### src/rtl/softmax_max_sched_pkg.sv
`default_nettype none
// +----------------------------------------------------------------------------+
// | softmax_pkg                                                                |
// | Shared constants, helpers and FSM encodings for the Softmax controllers.   |
// | Rev 1.0                                                                    |
// +----------------------------------------------------------------------------+
package softmax_pkg;

    typedef enum logic [1:0] {
        ST_IDLE = 2'd0,
        ST_RUN  = 2'd1,
        ST_DONE = 2'd2
    } state_e;

    // Most-negative two's-complement value; caller truncates to its width.
    function automatic logic [63:0] min_val(input int width);
        return 64'(1) << (width - 1);
    endfunction

    function automatic int rounds(input int num);
        return $clog2(num);
    endfunction

endpackage
`default_nettype wire

### src/rtl/softmax_max_sched_if.sv
`default_nettype none
// +----------------------------------------------------------------------------+
// | softmax_max_sched_if                                                       |
// | Vector-in / maximum-out handshake bundle for softmax_max_sched.            |
// | Rev 1.0                                                                    |
// +----------------------------------------------------------------------------+
interface softmax_max_sched_if #(
    parameter int DATA_WIDTH  = 8,
    parameter int IN_DATA_NUM = 9
) ();
    logic                              in_valid;
    logic                              in_ready;
    logic [IN_DATA_NUM*DATA_WIDTH-1:0] in_data;
    logic                              abort;
    logic                              out_valid;
    logic                              out_ready;
    logic [DATA_WIDTH-1:0]             out_max;
    logic                              busy;

    modport slave (
        input  in_valid, in_data, abort, out_ready,
        output in_ready, out_valid, out_max, busy
    );

    modport master (
        output in_valid, in_data, abort, out_ready,
        input  in_ready, out_valid, out_max, busy
    );
endinterface
`default_nettype wire

### src/rtl/softmax_max_sched_eu_repack.sv
`default_nettype none
// +----------------------------------------------------------------------------+
// | eu_repack                                                                  |
// | Builds the next work vector from eu_row major lanes, single lane and MIN.  |
// | Rev 1.0                                                                    |
// +----------------------------------------------------------------------------+
module eu_repack
    import softmax_pkg::*;
#(
    parameter int DATA_WIDTH  = 8,
    parameter int IN_DATA_NUM = 9
) (
    input  wire logic [IN_DATA_NUM/2*DATA_WIDTH-1:0] eu_major_i,
    input  wire logic [DATA_WIDTH-1:0]               eu_single_i,
    output logic      [IN_DATA_NUM*DATA_WIDTH-1:0]   work_d_o
);
    localparam int                    HALF = IN_DATA_NUM / 2;
    localparam logic [63:0]           MIN_W = min_val(DATA_WIDTH);
    localparam logic [DATA_WIDTH-1:0] MIN   = MIN_W[DATA_WIDTH-1:0];

    always_comb begin
        work_d_o = {IN_DATA_NUM{MIN}};
        work_d_o[0 +: HALF*DATA_WIDTH] = eu_major_i;
        if ((IN_DATA_NUM % 2) == 1) begin
            work_d_o[HALF*DATA_WIDTH +: DATA_WIDTH] = eu_single_i;
        end
    end
endmodule
`default_nettype wire

### src/rtl/softmax_max_sched.sv
`default_nettype none
// +----------------------------------------------------------------------------+
// | softmax_max_sched                                                          |
// | Schedules a shared eu_row compare stage to reduce a vector to its maximum. |
// | Rev 1.0                                                                    |
// +----------------------------------------------------------------------------+
module softmax_max_sched
    import softmax_pkg::*;
#(
    parameter int DATA_WIDTH  = 8,
    parameter int IN_DATA_NUM = 9,
    parameter int EU_LATENCY  = 1
) (
    input  wire logic                                clk,
    input  wire logic                                rst_n,
    softmax_max_sched_if.slave                       bus,
    output logic      [IN_DATA_NUM*DATA_WIDTH-1:0]   eu_data_o,
    input  wire logic [IN_DATA_NUM/2*DATA_WIDTH-1:0] eu_major,
    input  wire logic [DATA_WIDTH-1:0]               eu_single
);
    localparam int ROUNDS  = rounds(IN_DATA_NUM);
    localparam int RND_W   = $clog2(ROUNDS + 1);
    localparam int WCNT_W  = (EU_LATENCY > 0) ? $clog2(EU_LATENCY + 1) : 1;
    localparam int VEC_W   = IN_DATA_NUM * DATA_WIDTH;

    state_e              state_q, state_d;
    logic [VEC_W-1:0]    work_q, work_d;
    logic [RND_W-1:0]    rnd_q, rnd_d;
    logic [WCNT_W-1:0]   wcnt_q, wcnt_d;
    logic [VEC_W-1:0]    repack_w;

    eu_repack #(
        .DATA_WIDTH  (DATA_WIDTH),
        .IN_DATA_NUM (IN_DATA_NUM)
    ) u_repack (
        .eu_major_i  (eu_major),
        .eu_single_i (eu_single),
        .work_d_o    (repack_w)
    );

    always_ff @(posedge clk or negedge rst_n) begin
        if (!rst_n) begin
            state_q <= ST_IDLE;
            work_q  <= '0;
            rnd_q   <= '0;
            wcnt_q  <= '0;
        end else begin
            state_q <= state_d;
            work_q  <= work_d;
            rnd_q   <= rnd_d;
            wcnt_q  <= wcnt_d;
        end
    end

    always_comb begin
        state_d = state_q;
        work_d  = work_q;
        rnd_d   = rnd_q;
        wcnt_d  = wcnt_q;
        case (state_q)
            ST_IDLE: begin
                if (bus.in_valid && !bus.abort) begin
                    work_d  = bus.in_data;
                    rnd_d   = RND_W'(ROUNDS);
                    wcnt_d  = WCNT_W'(EU_LATENCY);
                    state_d = ST_RUN;
                end
            end
            ST_RUN: begin
                if (bus.abort) begin
                    state_d = ST_IDLE;
                end else if (wcnt_q != '0) begin
                    wcnt_d = wcnt_q - WCNT_W'(1);
                end else begin
                    // Capture edge: eu_row outputs have settled for the current work vector.
                    work_d = repack_w;
                    rnd_d  = rnd_q - RND_W'(1);
                    wcnt_d = WCNT_W'(EU_LATENCY);
                    if (rnd_q == RND_W'(1)) begin
                        state_d = ST_DONE;
                    end
                end
            end
            ST_DONE: begin
                if (bus.abort || bus.out_ready) begin
                    state_d = ST_IDLE;
                end
            end
            default: state_d = ST_IDLE;
        endcase
    end

    assign eu_data_o     = work_q;
    assign bus.out_max   = work_q[DATA_WIDTH-1:0];
    assign bus.out_valid = (state_q == ST_DONE);
    assign bus.in_ready  = (state_q == ST_IDLE);
    assign bus.busy      = (state_q != ST_IDLE);
endmodule
`default_nettype wire

### src/flat_wrapper.sv
// flat-port wrapper written by rule: the top's interface ports become plain ports
module softmax_max_sched_flat import softmax_pkg::*;
#(
    parameter int DATA_WIDTH  = 8,
    parameter int IN_DATA_NUM = 9,
    parameter int EU_LATENCY  = 1
)
  (clk, rst_n, eu_data_o, eu_major, eu_single, bus_in_valid, bus_in_data, bus_abort, bus_out_ready, bus_in_ready, bus_out_valid, bus_out_max, bus_busy);
  softmax_max_sched_if #(.DATA_WIDTH(DATA_WIDTH), .IN_DATA_NUM(IN_DATA_NUM)) bus_i ();
  input  wire logic clk;
  input  wire logic rst_n;
  output logic      [IN_DATA_NUM*DATA_WIDTH-1:0] eu_data_o;
  input  wire logic [IN_DATA_NUM/2*DATA_WIDTH-1:0] eu_major;
  input  wire logic [DATA_WIDTH-1:0] eu_single;
  input wire logic [$bits(bus_i.in_valid)-1:0] bus_in_valid;
  input wire logic [$bits(bus_i.in_data)-1:0] bus_in_data;
  input wire logic [$bits(bus_i.abort)-1:0] bus_abort;
  input wire logic [$bits(bus_i.out_ready)-1:0] bus_out_ready;
  output wire logic [$bits(bus_i.in_ready)-1:0] bus_in_ready;
  output wire logic [$bits(bus_i.out_valid)-1:0] bus_out_valid;
  output wire logic [$bits(bus_i.out_max)-1:0] bus_out_max;
  output wire logic [$bits(bus_i.busy)-1:0] bus_busy;
  assign bus_i.in_valid = bus_in_valid;
  assign bus_i.in_data = bus_in_data;
  assign bus_i.abort = bus_abort;
  assign bus_i.out_ready = bus_out_ready;
  assign bus_in_ready = bus_i.in_ready;
  assign bus_out_valid = bus_i.out_valid;
  assign bus_out_max = bus_i.out_max;
  assign bus_busy = bus_i.busy;
  softmax_max_sched #(.DATA_WIDTH(DATA_WIDTH), .IN_DATA_NUM(IN_DATA_NUM), .EU_LATENCY(EU_LATENCY)) u_core (.clk(clk), .rst_n(rst_n), .bus(bus_i), .eu_data_o(eu_data_o), .eu_major(eu_major), .eu_single(eu_single));
endmodule
### config.mk
export PLATFORM = sky130hd
export DESIGN_NAME = softmax_max_sched_flat
export DESIGN_NICKNAME = d
export VERILOG_FILES = /design/src/rtl/softmax_max_sched_pkg.sv /design/src/rtl/softmax_max_sched_if.sv /design/src/rtl/softmax_max_sched_eu_repack.sv /design/src/rtl/softmax_max_sched.sv /design/src/flat_wrapper.sv
export SDC_FILE = /design/constraint.sdc
export NUM_CORES = 1
export LEC_CHECK = 0
export BUFFER_PORTS_ARGS = -buffer_cell sky130_fd_sc_hd__buf_2
export CAP_MARGIN = 0
export CORE_ASPECT_RATIO = 2
export CORE_MARGIN = 8
export CORE_UTILIZATION = 39
export CTS_BUF_LIST = sky130_fd_sc_hd__clkbuf_8
export DETAILED_ROUTE_END_ITERATION = 10
export PLACE_DENSITY = 0.72
export SYNTH_ARGS = -nofsm -noshare
export SYNTH_HDL_FRONTEND = slang
export SYNTH_SLANG_ARGS = --single-unit
export TNS_END_PERCENT = 5
### constraint.sdc
create_clock -name clk -period 2.4 [get_ports clk]
set_clock_uncertainty 0.15 [all_clocks]
set_input_delay 0 -clock clk [delete_from_list [all_inputs] [get_ports clk]]
set_output_delay 0 -clock clk [all_outputs]
set_load 0.02 [all_outputs]
==> results.md, run 1 <==
- EDFF count, synth: 0
- CTS Hold Bufs: 116
- Dpl ws: 329 ps
- Failing step: clock tree synthesis (4_1_cts)
- Port Buffers: between 150 and 200
- Synth Register Bits: 78
- Top-area cell type share of the netlist area: 49.8%
- Mean post-synth cell area: 15.9 sq um
- Error: [ERROR RSZ-0060] Max buffer count reached.
- Postcts setup bufs: 0
- Die X: 86.9 microns
- Cell variety after synth: 30
- H-tree depth: 3
- Initial Util: between 30% and 40%
- Ports: 200
- Post-CTS resize count: 0
- Top post-synthesis cells by count: dfrtp_1 (78), mux2_4 (77), a22o_1 (28)
- Ys flop type: dfrtp_1
- Sink Count: just under 80
- CTS Buffer Depth: 2
- Status: did not finish
- Top-count cell post-synth: dfrtp_1
- DP Wirelength: between 6 and 7 mm
- Share of the yosys chip area belonging to registers: 49.8%
- Yosys top cell by area: dfrtp_1
- Leading cell types by total area after synthesis: dfrtp_1 (50%), mux2_4 (30%), a22o_1 (6.3%), buf_4 (1.7%), buf_12 (1.5%)
- # rows: 52
- Num CTS Buffers: 9
- GPL Wtd Cong: 0.761
- Net Count, Synth: 365
- Cell count after synthesis: 246
- Post-DP Area: 4890 sq um
- Vert. Die Dim: between 150 and 200 microns
- Ys Warns: 0
- FFs w/ async S/R, synth: between 90% and 100%
- Post-Syn Area: 3920 sq um
- Root Buffer: clkbuf_8
==> cells by family after synthesis <==
kind of cell | synth area share, %
and+or+nand+nor | 3.32
muxes | 30.9
DFF | 49.8
buffers and inverters | 6.65
adders and majority gates | 0.639
AOI/OAI and AO/OA | 8.63
==> stage by stage <==
step / hold WS (ps) / instances
after detailed placement: 67.9 / 560
after global placement: 58.6 / 560
after floorplan: -446 / 246
==> run 2, diff against run 1 <==
CORE_ASPECT_RATIO = default   (was 2)
CORE_UTILIZATION = 24   (was 39)
CTS_BUF_LIST = default   (was sky130_fd_sc_hd__clkbuf_8)
PLACE_DENSITY = default   (was 0.72)
PLACE_DENSITY_LB_ADDON = 0.15   (was default)
==> results.md, run 2 <==
- Inst Count DP: 644 (was 560)
- Cell count after synthesis: 246 (unchanged)
- Hold crit path type: input port to asynchronous set/reset pin
- Root Buffer: clkbuf_16 (was clkbuf_8)
- Wirelength per Cell: 15.1 microns
- Final setup viols: 0
- Power Dens Cells: approximately 810 nW/um^2
- Vias per Instance: between 4 and 5
- Post-Layout Cell Count: 777
- Leading cell types by total area after synthesis: dfrtp_1 (50%), mux2_4 (30%), a22o_1 (6.3%), buf_4 (1.7%), buf_12 (1.5%) (unchanged)
- Commonest non-fill, non-tap cells in the layout: buf_2 (198), dlygate4sd3_1 (120), dfrtp_1 (78)
- Worst path slowest cell: o21ai_2
- DP Wirelength: 7.69 mm (was 7.00 mm)
- Core Region: 15900 sq um
- Max FFs per register: about 70
- First-pass GRT wire length: around 19 mm
- FFs w/ async S/R, synth: 100% (unchanged)
- Postcts setup bufs: 0 (unchanged)
- Vert. Die Dim: 144 microns (was 158 microns)
- Rel. slew slack: 23.2%
- GPL Wtd Cong: 0.755 (was 0.761)
- Clock period minus worst slack: 2100 ps
- Gr ovfl total: 0
- Initial antenna violation count: 0
- Synth Register Bits: 78 (unchanged)
- Status: finished, final reports clean (was did not finish)
- Post-Route WL: 11.7 mm
- Commonest non-fill, non-tap cell in the layout: buf_2
- TritonRoute pass-1 iters: 4
- Ports: 200 (unchanged)
- Die X: 144 microns (was 86.9 microns)
- CTS Buffer Depth: 2 (unchanged)
- Initial Util: 24.6% (was 39.3%)
- Post-route ant nets: 0
- Pins Over Slew Limit: 0
- Slowest cell delay on critical path: 900 ps
- Clock transition at the registers of the reported paths: 50 ps
- Post-Syn Area: 3920 sq um (unchanged)
- Via Count: 3130
- EDFF count, synth: 0 (unchanged)
- Crit-path cells: nor2b_1 > o21ai_2 > a22o_1
- Vias in the first global route: 3510
- Yosys top cell by area: dfrtp_1 (unchanged)
- GRT Util Overall: around 12%
- P&R area growth vs syn: 65.6%
- # diodes: 0
- DRC errors left: 0
- Max VDD drop: slightly above 0.3 mV
- Layout cell share with drive strength beyond 1: 54.5%
- Setup TNS Final: 0 ps
- Top-area cell type share of the netlist area: 49.8% (unchanged)
- Sink Count: 78 (unchanged)
- Port Buffers: 199 (unchanged)
- Worst-Margin Slew: 1150 ps
- Initial DRC Count: between 90 and 100
- Arrival time at the worst endpoint: approximately 2200 ps
- Largest net degree at the start of global routing: 79
- Post-CTS resize count: 0 (unchanged)
- Die area: 20700 sq um
- Num CTS Buffers: 9 (unchanged)
- Top-count cell post-synth: dfrtp_1 (unchanged)
- Total Power: 5.26 mW
- Max Freq: 477 MHz
- Crit path capture type: flop
- H-tree depth: 3 (unchanged)
- Ys Warns: 0 (unchanged)
- Max FO, Critical Path: 28
- Static Leak: 3.22 nW
- Share of the yosys chip area belonging to registers: 49.8% (unchanged)
- Ys flop type: dfrtp_1 (unchanged)
- RSZ-0062 raised after global routing: false
- Worst setup SP type: flop
- Top post-synthesis cells by count: dfrtp_1 (78), mux2_4 (77), a22o_1 (28) (unchanged)
- # rows: 46 (was 52)
- Worst Setup Path Type: flop to flop
- Clk_lat worst skew: 330 ps
- Net Count, Synth: 365 (unchanged)
- Mean post-synth cell area: 15.9 sq um (unchanged)
- TritonCTS clock tree: built
- Final period util: 87.4%
- Maxcap violations: 0
- Cell variety after synth: 30 (unchanged)
- Fin. Hold Viols: 0
- Fin nets: between 600 and 700
- Req. time, crit path: around 2500 ps
run 2: logic make-up (layout without fill, tap and decap cells):
| kind of cell | count (synthesis) | after routing | share of synthesized area (%) |
|---|---|---|---|
| AOI/OAI and AO/OA | 40 | 40 | 8.63 |
| adders and majority gates | 2 | 2 | 0.639 |
| buffers and inverters | 27 | 342 | 6.65 |
| DFF | 78 | 78 | 49.8 |
| muxes | 82 | 82 | 30.9 |
| and+or+nand+nor | 17 | 17 | 3.32 |
run 2: layer usage:
metal	vias to the layer above	share of wire (%)	global-route usage, %
li1	1513	-	-
met4	0	1.4	4.65
met2	141	44	17.9
met3	10	11	4.64
met5	-	0	0
met1	1466	44	13.9
run 2: worst max-delay path: cells and delay by family, from the launching register on:
kind | cells | cell delay, ps
compound gates | 2 | 1180
flops | 1 | 530
simple gates | 1 | 150
run 2: stage by stage:
step	hold WS, ps	area (sq um)	utilization [%]	worst slack (ps)
floorplan	-446	3920	-	668
global route	267	6480	40.7	157
finish	245	6480	40.7	302
global placement	66.2	5020	31.5	333
detailed placement	70.7	5020	31.5	322
CTS	258	6480	40.7	275
run 2: final timing paths:
check	slack, ps	start	cells after the start	endpoint
min in group clk	280	bus_in_data[43]	3	u_core.eu_data_o[43]
max in group asynchronous	1210	rst_n	2	u_core.eu_data_o[32]
worst max register to register	300	u_core.state_q[0]	3	u_core.eu_data_o[57]
worst min register to register	350	u_core.eu_data_o[49]	1	u_core.eu_data_o[49]
worst min-delay path	240	rst_n	2	u_core.eu_data_o[62]
worst max-delay path	300	u_core.state_q[0]	3	u_core.eu_data_o[57]
run 2: area by class of cell:
cell class | instances | area [sq um]
Multi-Input combinational cell | 141 | 1710
Fill cell | 1498 | 9460
Clock buffer | 11 | 253
Sequential cell | 78 | 1950
Clock inverter | 2 | 10.0
Tap cell | 216 | 270
Inverter | 3 | 11.3
Timing Repair Buffer | 326 | 2280
run 2: power breakdown:
| group | leakage, nW | total [mW] | internal [mW] | switching (mW) |
|---|---|---|---|---|
| clock network | 0.133 | 1.23 | 0.735 | 0.499 |
| registers | 0.939 | 1.92 | 1.69 | 0.228 |
| logic | 2.14 | 2.10 | 1.06 | 1.04 |
| total | 3.22 | 5.26 | 3.48 | 1.77 |
run 2: repair_timing:
action	CTS	global route
hold buffers	120	0
endpoints found under the setup margin	0	0
hold endpoints to repair	154	0
No activity file was read; power rests on OpenSTA's default activity.
